## config.mk

```make
export PLATFORM = sky130hd
export DESIGN_NAME = cpu_control
export DESIGN_NICKNAME = d
export VERILOG_FILES = /design/src/rtl/cpu_control_pkg.sv /design/src/rtl/cpu_control_regfile.sv /design/src/rtl/cpu_control.sv
export SDC_FILE = /design/constraint.sdc
export NUM_CORES = 1
export LEC_CHECK = 0
export BUFFER_PORTS_ARGS = -buffer_cell sky130_fd_sc_hd__buf_2
export CAP_MARGIN = 10
export CORE_ASPECT_RATIO = 1.1
export CORE_MARGIN = 8
export CORE_UTILIZATION = 55
export DETAILED_ROUTE_END_ITERATION = 8
export GPL_ROUTABILITY_DRIVEN = 0
export PLACE_DENSITY = 0.77
export SYNTH_ARGS = -nofsm -noshare
export SYNTH_HDL_FRONTEND = slang
export SYNTH_HIERARCHICAL = 1
export SYNTH_SLANG_ARGS = --single-unit
```

## constraint.sdc

```tcl
create_clock -name clk -period 3.7 [get_ports clk]
set_input_delay 0.925 -clock clk [delete_from_list [all_inputs] [get_ports clk]]
set_output_delay 0.925 -clock clk [all_outputs]
set_load 0.05 [all_outputs]
```

## src/rtl/cpu_control_pkg.sv

```systemverilog
// Shared definitions for the 8-bit CPU sequencer: ALU opcodes, instruction layout, modes, states.
// Optional build macro used by cpu_control: CPU_OVERFLOW_TRAP_EN.
package cpu_control_pkg;

    localparam logic TRUE = 1'b1;

    typedef enum logic [4:0] {
        ALU_NOP = 5'd0,
        ALU_UAD = 5'd1,
        ALU_USB = 5'd2,
        ALU_UML = 5'd3,
        ALU_UDV = 5'd4,
        ALU_AND = 5'd5,
        ALU_OR  = 5'd6,
        ALU_XOR = 5'd7,
        ALU_SHL = 5'd8,
        ALU_SHR = 5'd9,
        ALU_EQ  = 5'd10,
        ALU_LT  = 5'd11
    } alu_op_e;

    typedef enum logic [1:0] {
        MODE_RR  = 2'b00,
        MODE_RI  = 2'b01,
        MODE_BR  = 2'b10,
        MODE_HLT = 2'b11
    } mode_e;

    typedef enum logic [2:0] {
        ST_IDLE      = 3'd0,
        ST_FETCH     = 3'd1,
        ST_DECODE    = 3'd2,
        ST_EXECUTE   = 3'd3,
        ST_WRITEBACK = 3'd4,
        ST_HALT      = 3'd5
    } state_e;

    // Field order here is the bit layout of the 24-bit word, MSB first.
    typedef struct packed {
        logic [4:0] op;    // [23:19]
        mode_e      mode;  // [18:17]
        logic [2:0] rd;    // [16:14]
        logic [2:0] ra;    // [13:11]
        logic [2:0] rb;    // [10:8]
        logic [7:0] imm;   // [7:0]
    } instr_t;

    function automatic logic is_alu_mode(input mode_e m);
        return (m == MODE_RR) || (m == MODE_RI);
    endfunction

endpackage

```

## src/rtl/cpu_control_regfile.sv

```systemverilog
// cpu_regfile: NUM_REGS x 8-bit register file, two asynchronous read ports and one synchronous write port.
// Indices at or above NUM_REGS read as zero and ignore writes.
module cpu_control_regfile #(
    parameter int NUM_REGS = 8
) (
    input  logic       clk,
    input  logic       reset,
    input  logic [2:0] ra_addr,
    input  logic [2:0] rb_addr,
    output logic [7:0] ra_data,
    output logic [7:0] rb_data,
    input  logic       we,
    input  logic [2:0] wr_addr,
    input  logic [7:0] wr_data,
    output logic [7:0] r0_data
);

    // Storage is sized for the full 3-bit index space; entries past NUM_REGS never leave zero.
    logic [7:0] regs [8];

    always_ff @(posedge clk) begin
        if (reset) begin
            for (int i = 0; i < 8; i++) regs[i] <= '0;
        end else if (we && (int'(wr_addr) < NUM_REGS)) begin
            regs[wr_addr] <= wr_data;
        end
    end

    assign ra_data = (int'(ra_addr) < NUM_REGS) ? regs[ra_addr] : 8'h00;
    assign rb_data = (int'(rb_addr) < NUM_REGS) ? regs[rb_addr] : 8'h00;
    assign r0_data = regs[0];

endmodule

```

## src/rtl/cpu_control.sv

```systemverilog
// Fetch/decode/execute/writeback sequencer for the 8-bit CPU; owns pc, register file and sticky status.
// Build option CPU_OVERFLOW_TRAP_EN: arithmetic overflow halts instead of committing the result.
module cpu_control
    import cpu_control_pkg::*;
#(
    parameter int NUM_REGS = 8,
    parameter int PC_W     = 8
) (
    input  logic            clk,
    input  logic            reset,
    input  logic            run,
    output logic            imem_req,
    output logic [PC_W-1:0] imem_addr,
    input  logic            imem_valid,
    input  logic [23:0]     imem_data,
    output logic [4:0]      alu_op,
    output logic [7:0]      operand_a,
    output logic [7:0]      operand_b,
    input  logic [7:0]      alu_result,
    input  logic            shift_overflow,
    input  logic            arithmetic_overflow,
    output logic [PC_W-1:0] pc,
    output logic [1:0]      status,
    output logic [7:0]      r0_out,
    output logic            halted
);

    state_e     state, state_nx;
    instr_t     ir;
    logic [7:0] res_q;
    logic       sovf_q, aovf_q;

    logic [7:0] ra_data, rb_data;
    logic       alu_mode;
    logic       trap;
    logic       rf_we;

    assign alu_mode = is_alu_mode(ir.mode);

`ifdef CPU_OVERFLOW_TRAP_EN
    assign trap = alu_mode && aovf_q;
`else
    assign trap = 1'b0;
`endif

    assign rf_we = (state == ST_WRITEBACK) && alu_mode && !trap;

    cpu_control_regfile #(
        .NUM_REGS (NUM_REGS)
    ) u_regfile (
        .clk     (clk),
        .reset   (reset),
        .ra_addr (ir.ra),
        .rb_addr (ir.rb),
        .ra_data (ra_data),
        .rb_data (rb_data),
        .we      (rf_we),
        .wr_addr (ir.rd),
        .wr_data (res_q),
        .r0_data (r0_out)
    );

    always_comb begin
        state_nx = state;
        case (state)
            ST_IDLE:      if (run == TRUE) state_nx = ST_FETCH;
            ST_FETCH:     if (imem_valid) state_nx = ST_DECODE;
            ST_DECODE:    state_nx = (ir.mode == MODE_HLT) ? ST_HALT : ST_EXECUTE;
            ST_EXECUTE:   state_nx = ST_WRITEBACK;
            ST_WRITEBACK: state_nx = trap ? ST_HALT : ST_FETCH;
            ST_HALT:      state_nx = ST_HALT;
            default:      state_nx = ST_IDLE;
        endcase
    end

    always_ff @(posedge clk) begin
        if (reset) begin
            state     <= ST_IDLE;
            ir        <= '0;
            pc        <= '0;
            status    <= '0;
            alu_op    <= ALU_NOP;
            operand_a <= '0;
            operand_b <= '0;
            res_q     <= '0;
            sovf_q    <= 1'b0;
            aovf_q    <= 1'b0;
        end else begin
            state <= state_nx;
            case (state)
                ST_FETCH: begin
                    if (imem_valid) ir <= instr_t'(imem_data);
                end
                // Operands are registered here so the ALU sees them stable for all of EXECUTE.
                ST_DECODE: begin
                    alu_op    <= ir.op;
                    operand_a <= ra_data;
                    operand_b <= (ir.mode == MODE_RI) ? ir.imm : rb_data;
                end
                ST_EXECUTE: begin
                    res_q  <= alu_result;
                    sovf_q <= shift_overflow;
                    aovf_q <= arithmetic_overflow;
                end
                ST_WRITEBACK: begin
                    if (alu_mode) begin
                        status <= status | {aovf_q, sovf_q};
                        // A trap leaves pc on the faulting instruction.
                        if (!trap) pc <= pc + PC_W'(1);
                    end else if (ir.mode == MODE_BR) begin
                        pc <= res_q[0] ? PC_W'(ir.imm) : pc + PC_W'(1);
                    end
                end
                default: ;
            endcase
        end
    end

    assign imem_req  = (state == ST_FETCH);
    assign imem_addr = pc;
    assign halted    = (state == ST_HALT);

endmodule

```

Word-level counts from Yosys, hierarchy flattened
Memory sizes are Yosys's and may differ from the RTL's. A register that Yosys moved wholly into a read port is not among the register bits. Cells that the tools add are included.

Reduce and logical (&&, ||, !) cells: 10. Multiplexer cells: 18. Bitwise operators: 1. Add/subtract/negate cells: 1. Equality and inequality tests: 10.

Operators by type and width (number): 8-bit two-way mux (5); 3-bit two-way mux (6); 3-bit one-hot mux with 6 select lines (1); 8-bit by 1-bit adder with 8-bit output (second input constant) (1); 2-bit AND reduction (4); 8-bit OR reduction (1); 3-bit by 2-bit == test with 1-bit output (second input constant) (2); 3-bit == test (second input constant) (2); 1-bit two-way mux (6); 2-bit == test (second input constant) (2); 3-bit by 1-bit == test with 1-bit output (second input constant) (1); 3-bit logical NOT (1); 2-bit by 1-bit == test with 1-bit output (second input constant) (1); 2-bit logical NOT (1); 2-bit by 1-bit != test with 1-bit output (second input constant) (1); 2-bit != test (second input constant) (1); 2-bit bitwise OR (1); 2-bit nonzero test (1); 1-bit logical AND (1); 1-bit logical OR (1).

Memories kept: 1. Output and inout bits: 49. Register bits: 60. RAM bits: 64. Input port bits: 38.

Memory list: u_regfile.regs (depth 8, bits a word 8, rd ports 3, clocked after Yosys merged registers in 2, wr ports 8, RTL line cpu_control_regfile.sv:19) `logic [7:0] regs [8];`.

Depth between registers and ports, before layout
Gate-level depths: netlist of the first run.

Depth in word-level cells: 8. Mapped depth: 7. Mapped depth without buffers: 5.

Hierarchy
The synthesis of the first run kept the hierarchy.

Modules (own cells, without submodules): cpu_control_regfile (cells each 222, sequential area each 1921.8 um^2, area each 3525.9 um^2, times used 1); cpu_control (cells each 343, sequential area each 1361.3 um^2, area each 2737.6 um^2, times used 1).

Worst setup path before layout of the first run
Ideal clock, no wire load.

Path type: register -> output. Start point: register state[2]. End point: output imem_req. Buffers on the path: 1. Arrival time: 1.660 ns. Stages on the path, launching flop included: 3. Setup slack: 1.115 ns. Cells stage by stage: dfxtp_1 -> buf_4 -> nor3b_1.

Longest elaborated chain between the ends: 1.

Ends and longest elaborated chain: from (decl) (RTL line cpu_control.sv:28) `state_e state, state_nx;`; from (signal assigned) (RTL line cpu_control.sv:89) `state <= state_nx;`; 3-bit by 1-bit == test with 1-bit output (RTL line cpu_control.sv:119) `assign imem_req = (state == ST_FETCH);`; to (decl) (RTL line cpu_control.sv:12) `output logic imem_req,`.

Every way passes these cells.

==> flow_summary_export.csv, run 1 <==
group,metric,value,unit
timing,final.setup.tns,0,ps
worst_hold_path,holdCritPathClass,"register to register",
synth,synthTopCellsByCount,"95 x nand2_1, 68 x dfxtp_1, 67 x nor3_1, 64 x edfxtp_1, 58 x a21oi_1",
cts,cts_max_level,4,
die,boundaryPins,87,
setup_path,arrival,3150,ps
layout,n_antenna_cell,0,
placed_design,dp_cells,751,
cts,cts-root-buf,"clkbuf_16",
timing,rsz0062_at_grt,"no",
synth,synth_cell_types,46,
layout,fin_nets,659,
synth,synth_fa_ha_area_share,0.1998,%
timing,fmax,0.3223,GHz
setup_path,required,3750,ps
cts,cts_buffer_depth,2,
layout,final_util,64.08,%
global_routing,grt_max_degree,61,
cts,post_cts_buffers,0,
timing,relSlewSlack,36.95,%
synth,synth_top_area_share,30.68,%
pwr,finalPower,3629,uW
die,core,11290,sq um
timing,setup_violations,0,
timing,tightest_slew,945.8,ps
cts,tritoncts,"done",
layout,final_cells,783,
synth,avgSynthCellArea,11.09,sq um
pwr,p_leak,0.002657,uW
die,num_rows,41,
cts,cts_resized,0,
synth,ys_seq_area_share,52.42,%
pwr,max-vdd-ir-drop,253.1,uV
route,wl_per_cell,20.45,microns
setup_path,cp-end-kind,"register",
placed_design,hpwl,11.35,mm
run,drv_cap,0,
route,drt_iter0_drc,533,
global_routing,antenna_found_initial,0,
global_routing,grt_pass1_wl,25.35,mm
outcome,status,"completed",
cts,clkLatencyLatePin,420,ps
route,ant_nets,0,
setup_path,crit_type,"register to register",
layout,drive_gt1_share,23.22,%
pwr,power_density,501.8,nW/um^2
synth,synth_edf_count,64,
synth,synth.cell_area,6264,sq um
timing,final-hold-violation-count,0,
synth,synth_xor_xnor_area_share,0.1398,%
timing,skew,6.634,ps
cts,path_clk_slew,60,ps
global_routing,gr-usage-all-layers,21.53,%
synth,post-synth-top-count-cell,"nand2_1",
route,wirelength,16.02,mm
synth,yosys_warnings,6,
synth,synth_top_area_cell,"edfxtp_1",
timing,period_share,83.86,%
global_routing,overflow,0,
synth,syn_nets,604,
global_routing,grt_pass1_vias,4705,
setup_path,crit_fanout,36,
timing,min_period,3103,ps
synth,syn_inst,565,
synth,synth.area.mux_share,17.40,%
synth,netlist_top_cells_area,"edfxtp_1 31%, dfxtp_1 22%, mux4_1 12%, nand2_1 5.7%, nor3_1 5.4%",
synth,synth_flop_cell,"dfxtp_1",
route,drcViolationCount,0,
die,chipWidth,117.8,microns
cts,ctsHoldBuffers,0,
synth,synth-simple-area-share,15.42,%
setup_path,setup.worst_path.start_class,"register",
synth,synth_seq_cells,132,
route,first_pass_iters,5,
layout,areaGrowthSynthToFinish,15.46,%
route,via_per_inst,6.171,
die,die_y,127.9,microns
synth,synth_top_family_by_area,"multiplexers",
die,dieArea,15060,sq um
cts,clock_sinks,132,
timing,slew_viol_final,0,
placed_design,port-buffer-count,86,
die,start_util,55.50,%
synth,async_flop_share,0,%
cts,cts_made_buffers,17,
synth,synth_compound_gate_area_share,8.969,%
route,via_count,4832,
==> cell usage in the layout, fill, tap and decap left out, types with 16 or more instances in the layout <==
master	netlist	routed
clkbuf_16	0	17
nor3_1	67	66
dfxtp_1	68	68
mux2_2	16	16
nand2_1	95	95
buf_2	10	86
mux4_1	29	29
edfxtp_1	64	64
a21oi_1	58	58
==> cell type report <==
| cell class | instances | area (sq um) |
|---|---|---|
| Fill cell | 855 | 4054 |
| Sequential cell | 132 | 3283 |
| Multi-Input combinational cell | 367 | 2644 |
| Timing Repair Buffer | 92 | 475.5 |
| Clock buffer | 17 | 425.4 |
| Tap cell | 150 | 187.7 |
| Clock inverter | 15 | 178.9 |
| Inverter | 10 | 37.54 |
==> flip-flops by register name, summed over array words and instances (netlist names) <==
signal,flops
u_regfile/regs,64
ir,24
imem_addr,8
operand_a,8
operand_b,8
res_q,8
alu_op,5
state,3
status,2
aovf_q,1
sovf_q,1
==> per-stage QoR <==
stage	hold slack (ps)	setup WS [ps]	cell area, sq um
after CTS	454.0	611.6	7232
final	453.2	597.2	7232
after global placement	438.2	769.7	6628
after global routing	468.5	443.7	7232
after detailed placement	446.0	607.9	6628
after floorplan	432.1	1115	6264
==> critical path, cell delays in order, from the launching register on <==
cell,delay (ps)
dfxtp_1,490
or3b_4,440
nor2_1,280
or3b_2,790
o21bai_1,720
==> kinds of logic after synthesis <==
| group | after synthesis |
|---|---|
| xor+xnor | 1 |
| simple gates | 213 |
| mux | 56 |
| fa+ha+maj | 1 |
| compound gates | 96 |
| flops | 132 |
| buf+inv | 66 |
==> metal layers <==
layer  routed length, microns  vias to the layer above  GRT usage, %
met3                     1162                       43         5.727
met1                     6281                     2365         24.51
met4                      457                        0         10.33
met2                     8113                      229         37.15
met5                        0                        -             0
li1                         -                     2195             -
==> power breakdown <==
part	leakage [uW]	total (uW)	internal, uW	switching, uW
clock network	0.000288	1710	1060	641
registers	0.00121	1630	1580	53.3
logic	0.00116	291	110	181
==> path summary, 6_finish.rpt <==
| path | cells after the start | slack (ps) | startpoint | endpoint |
|---|---|---|---|---|
| worst max-delay path | 4 | 600 | state[2] | u_regfile/regs[0][5] |
| worst min-delay path | 2 | 450 | ir[20] | alu_op[1] |
| worst max register to register | 4 | 600 | state[2] | u_regfile/regs[0][5] |
| worst min register to register | 2 | 450 | ir[20] | alu_op[1] |
(Power assumes the default switching activity.)
==> run 2: changes to the inputs <==
- clock period: 3.7 -> 3.2 ns (I/O delays scaled with it)
==> run 2 against run 1 <==
Compared with the run above:
- setup slack lost 330 ps
- highest routed layer unchanged
- total power up 13%
- critical path depth stayed put
- sequential share of layout area about the same
- sequential power grew 16%
==> flow_summary_export.csv, run 2 (same netlist as run 1, synthesis figures left out) <==
group,metric,value,unit
pwr,combPwrFrac,8.4,%
pwr,max-vdd-ir-drop,319.9,uV
route,drt_iter0_drc,698,
route,first_pass_iters,5,
route,via_per_inst,6.184,
route,via_count,4867,
outcome,status,"completed",
setup_path,crit_fanout,21,
layout,max_flop_register,"u_regfile/regs",
die,start_util,55.50,%
pwr,clockPowerShare,45.5,%
timing,fin_ws,266.6,ps
run,drv_cap,0,
route,wirelength,16.65,mm
setup_path,cp-end-kind,"register",
timing,fmax,0.3409,GHz
setup_path,setup.worst_path.start_class,"register",
cts,cts_made_buffers,17,
global_routing,grt_pass1_vias,4645,
pwr,finalPower,4089,uW
placed_design,place_area,6658,sq um
global_routing,overflow,0,
cts,cts_max_level,4,
placed_design,port-buffer-count,86,
die,boundaryPins,87,
timing,final-hold-violation-count,0,
setup_path,arrival,2980,ps
die,num_rows,41,
cts,clkLatencyLatePin,420,ps
pwr,internal_power,3100,uW
pwr,p_sw,989.6,uW
layout,largest_reg_flops,64,
layout,fin_nets,663,
die,core,11290,sq um
cts,ctsHoldBuffers,0,
layout,reg_top3,"u_regfile/regs (64), ir (24)",
timing,final.setup.tns,0,ps
timing,setup_violations,0,
route,ant_nets,0,
timing,period_share,91.67,%
timing,slew_viol_final,0,
timing,relSlewSlack,37.83,%
layout,n_antenna_cell,0,
route,drcViolationCount,0,
pwr,swShare,24.20,%
cts,cts_buffer_depth,2,
cts,tritoncts,"done",
pwr,p_leak,0.002649,uW
cts,cts_resized,0,
placed_design,pre_cts_slack,321.1,ps
global_routing,gr-usage-all-layers,22.12,%
die,dieArea,15060,sq um
die,chipWidth,117.8,microns
layout,areaGrowthSynthToFinish,15.38,%
cts,cts-root-buf,"clkbuf_16",
die,die_y,127.9,microns
setup_path,crit_type,"register to register",
timing,tightest_slew,932.5,ps
pwr,seq_power_share,46.1,%
layout,layout_common_cells,"95 x nand2_1, 86 x buf_2, 68 x dfxtp_1, 66 x nor3_1, 64 x edfxtp_1",
placed_design,hpwl,11.31,mm
cts,path_clk_slew,60,ps
timing,skew,10.36,ps
layout,final_cell_area,7227,sq um
global_routing,antenna_found_initial,0,
global_routing,grt_max_degree,41,
route,wl_per_cell,21.16,microns
pwr,power_density,565.8,nW/um^2
layout,drive_gt1_share,23.23,%
layout,mostFrequentLayoutCell,"nand2_1",
timing,rsz0062_at_grt,"no",
cts,post_cts_buffers,0,
global_routing,grt_pass1_wl,25.70,mm
timing,min_period,2933,ps
setup_path,required,3250,ps
layout,final_util,64.04,%
cts,clock_sinks,132,
worst_hold_path,holdCritPathClass,"register to register",
-- run 2: worst max-delay path, cell delays in order, from the launching register on --
cell and delay [ps]:
dfxtp_1 490, or3b_4 450, nor2_1 270, or3b_2 690
o21bai_1 660
-- run 2: metrics by stage --
stage          hold WS, ps  instances
6_report             448.1        787
5_1_grt              475.4        787
4_1_cts              452.2        787
3_5_place_dp         444.5        755
3_3_place_gp         436.3        755
2_1_floorplan        432.1        565
-- run 2: layout make-up --
type	instances	area, sq um
fillers	830	4059
flip-flops and latches	132	3283
multi-input cells	367	2644
repair buffers	96	505.5
clock buffers	20	436.7
well taps	150	187.7
clock inverters	12	132.6
inverters	10	37.54
-- run 2: path summary, 6_finish.rpt --
| path | start | endpoint | slack (ps) | cells after the start |
|---|---|---|---|---|
| worst max-delay path | state[2] | u_regfile/regs[4][5] | 270 | 4 |
| worst min-delay path | alu_op[1] | alu_op[1] | 450 | 2 |
| worst max register to register | state[2] | u_regfile/regs[4][5] | 270 | 4 |
| worst min register to register | alu_op[1] | alu_op[1] | 450 | 2 |
-- run 2: routing by layer --
| metal | global-route usage [%] | wire length [microns] | up-vias |
|---|---|---|---|
| li1 | - | - | 2206 |
| met2 | 37.82 | 8367 | 279 |
| met4 | 11.92 | 563 | 0 |
| met1 | 25.11 | 6302 | 2339 |
| met5 | 0 | 0 | - |
| met3 | 5.683 | 1421 | 43 |
-- run 2: power groups by stage --
stage | combinational [uW] | sequential [uW] | clock [uW]
2_1_floorplan | 218 | 1930 | 0
3_3_place_gp | 329 | 1910 | 0
3_5_place_dp | 336 | 1920 | 0
4_1_cts | 341 | 1880 | 1870
5_1_grt | 364 | 1890 | 1950
6_report | 342 | 1890 | 1860
==> run 3: changes to the inputs <==
==> constraint.sdc (replaced) <==
create_clock -name clk -period 3.2 [get_ports clk]
set_input_delay 0.48 -clock clk [delete_from_list [all_inputs] [get_ports clk]]
set_output_delay 0.48 -clock clk [all_outputs]
set_load 0.05 [all_outputs]
==> run 3 against run 2 <==
Compared with the run above:
- wire length fell by 4.4%
- clock skew fell by 2.9 ps
- non-clock buffer count did not move
- fmax fell by 1.6%
- hold slack got worse by 150 ps
- combinational power fell by 1%
- critical path type unchanged
- critical endpoint is now u_regfile/regs[6][7]
- highest routed layer unchanged
==> flow_summary_export.csv, run 3 (same netlist as run 1, synthesis figures left out) <==
group,metric,value,unit
outcome,status,"completed",
layout,final_util,64.22,%
setup_path,setup.worst_path.start_class,"register",
layout,n_antenna_cell,0,
setup_path,cp-end-kind,"register",
layout,reg_top3,"u_regfile/regs (64), ir (24)",
setup_path,r2r_cells,4,
timing,skew,7.505,ps
global_routing,overflow,0,
timing,min_period,2982,ps
route,drcViolationCount,0,
die,boundaryPins,87,
cts,cts-root-buf,"clkbuf_16",
cts,clkLatencyLatePin,420,ps
setup_path,crit_type,"register to register",
route,via_per_inst,6.199,
die,chipWidth,117.8,microns
worst_hold_path,min_to,"ir[21]",
run,drv_cap,0,
timing,setup_violations,0,
route,wirelength,15.93,mm
placed_design,hpwl,10.86,mm
cts,clock_sinks,132,
die,die_y,127.9,microns
timing,holdWs,300.9,ps
worst_hold_path,holdCritPathClass,"input port to register",
setup_path,r2r_slack,220,ps
global_routing,grt_max_degree,78,
placed_design,port-buffer-count,86,
route,first_pass_iters,6,
timing,relSlewSlack,39.02,%
worst_hold_path,holdPathStages,3,
layout,multi_input_area,2644,sq um
die,core,11290,sq um
global_routing,grt-busiest-layer,"met2",
global_routing,grt_util_met2,34.99,%
global_routing,antenna_found_initial,0,
die,dieArea,15060,sq um
pwr,power_density,574.3,nW/um^2
setup_path,crit_fanout,24,
cts,path_clk_slew,60,ps
timing,tightest_slew,914.8,ps
cts,cts_buffer_depth,2,
global_routing,grt_pass1_wl,25.23,mm
route,wl_per_cell,20.24,microns
global_routing,met1_usage,24.90,%
setup_path,slowest_stage,"or3b_2",
setup_path,critPathBufInv,0,
timing,final-hold-violation-count,0,
layout,largest_reg_flops,64,
setup_path,slowest_delay,710,ps
setup_path,cp_top_family,"simple AND/OR/NAND/NOR gates",
route,drt_iter0_drc,722,
setup_path,arrival,3020,ps
cts,ctsHoldBuffers,0,
cts,cts_resized,0,
global_routing,grt_use_met3,6.344,%
cts,cts_made_buffers,17,
cts,cts_max_level,4,
pwr,p_leak,0.002661,uW
timing,slew_viol_final,0,
cts,tritoncts,"done",
timing,final.setup.tns,0,ps
setup_path,reg2reg_from,"state[2]",
layout,drive_gt1_share,23.08,%
layout,max_flop_register,"u_regfile/regs",
timing,period_share,93.18,%
cts,post_cts_buffers,0,
layout,areaGrowthSynthToFinish,15.72,%
die,start_util,55.50,%
layout,mostFrequentLayoutCell,"nand2_1",
route,ant_nets,0,
global_routing,grt_pass1_vias,4750,
layout,fillers,838,
global_routing,gr-usage-all-layers,21.50,%
timing,fmax,0.3354,GHz
setup_path,required,3240,ps
setup_path,worstPathCellList,"or3b_4 > nor2_1 > or3b_2 > o21bai_1",
route,via_count,4879,
timing,rsz0062_at_grt,"no",
die,num_rows,41,
layout,layout_common_cells,"95 x nand2_1, 86 x buf_2, 68 x dfxtp_1, 66 x nor3_1, 64 x edfxtp_1",
setup_path,r2r-end,"u_regfile/regs[6][7]",
pwr,max-vdd-ir-drop,384.1,uV
layout,seq_area,3283,sq um
worst_hold_path,min_from,"imem_data[21]",
layout,fin_nets,663,
[run 3: tightest hold or removal path, stage by stage]
cell	delay, ps
buf_2	100
nand2_1	40
a21oi_1	50
[run 3: worst max path at each step]
stage	cells past startpoint	slack [ps]	to	from
2_1_floorplan	7	620	u_regfile/regs[0][0]	state[2]
3_3_place_gp	4	440	u_regfile/regs[6][0]	state[2]
3_5_place_dp	4	300	u_regfile/regs[6][0]	state[2]
4_1_cts	4	230	u_regfile/regs[6][7]	state[2]
5_1_grt	4	100	u_regfile/regs[6][1]	state[2]
6_report	4	220	u_regfile/regs[6][7]	state[2]
[run 3: power breakdown]
part / switching (uW) / internal (uW)
logic: 208 / 130
registers: 59.9 / 1830
clock network: 723 / 1220
[run 3: per-stage QoR]
step / instance area [sq um] / instances / power [uW] / setup slack (ps)
6_report: 7248 / 787 / 4163 / 218.1
5_1_grt: 7248 / 787 / 4282 / 98.60
4_1_cts: 7248 / 787 / 4168 / 229.5
3_5_place_dp: 6658 / 755 / 2251 / 300.5
3_3_place_gp: 6658 / 755 / 2241 / 445.0
2_1_floorplan: 6264 / 565 / 2151 / 623.0
[run 3: layout make-up]
type / instances / area share, %
flip-flops and latches: 132 / 45.30
multi-input cells: 367 / 36.48
repair buffers: 96 / 6.974
clock buffers: 18 / 5.921
well taps: 150 / 2.589
clock inverters: 14 / 2.227
inverters: 10 / 0.5179
[run 3: metal layers]
| layer | wire [microns] | vias up |
|---|---|---|
| met5 | 0 | - |
| met4 | 581 | 0 |
| met3 | 1295 | 42 |
| met2 | 7865 | 252 |
| met1 | 6186 | 2376 |
| li1 | - | 2209 |
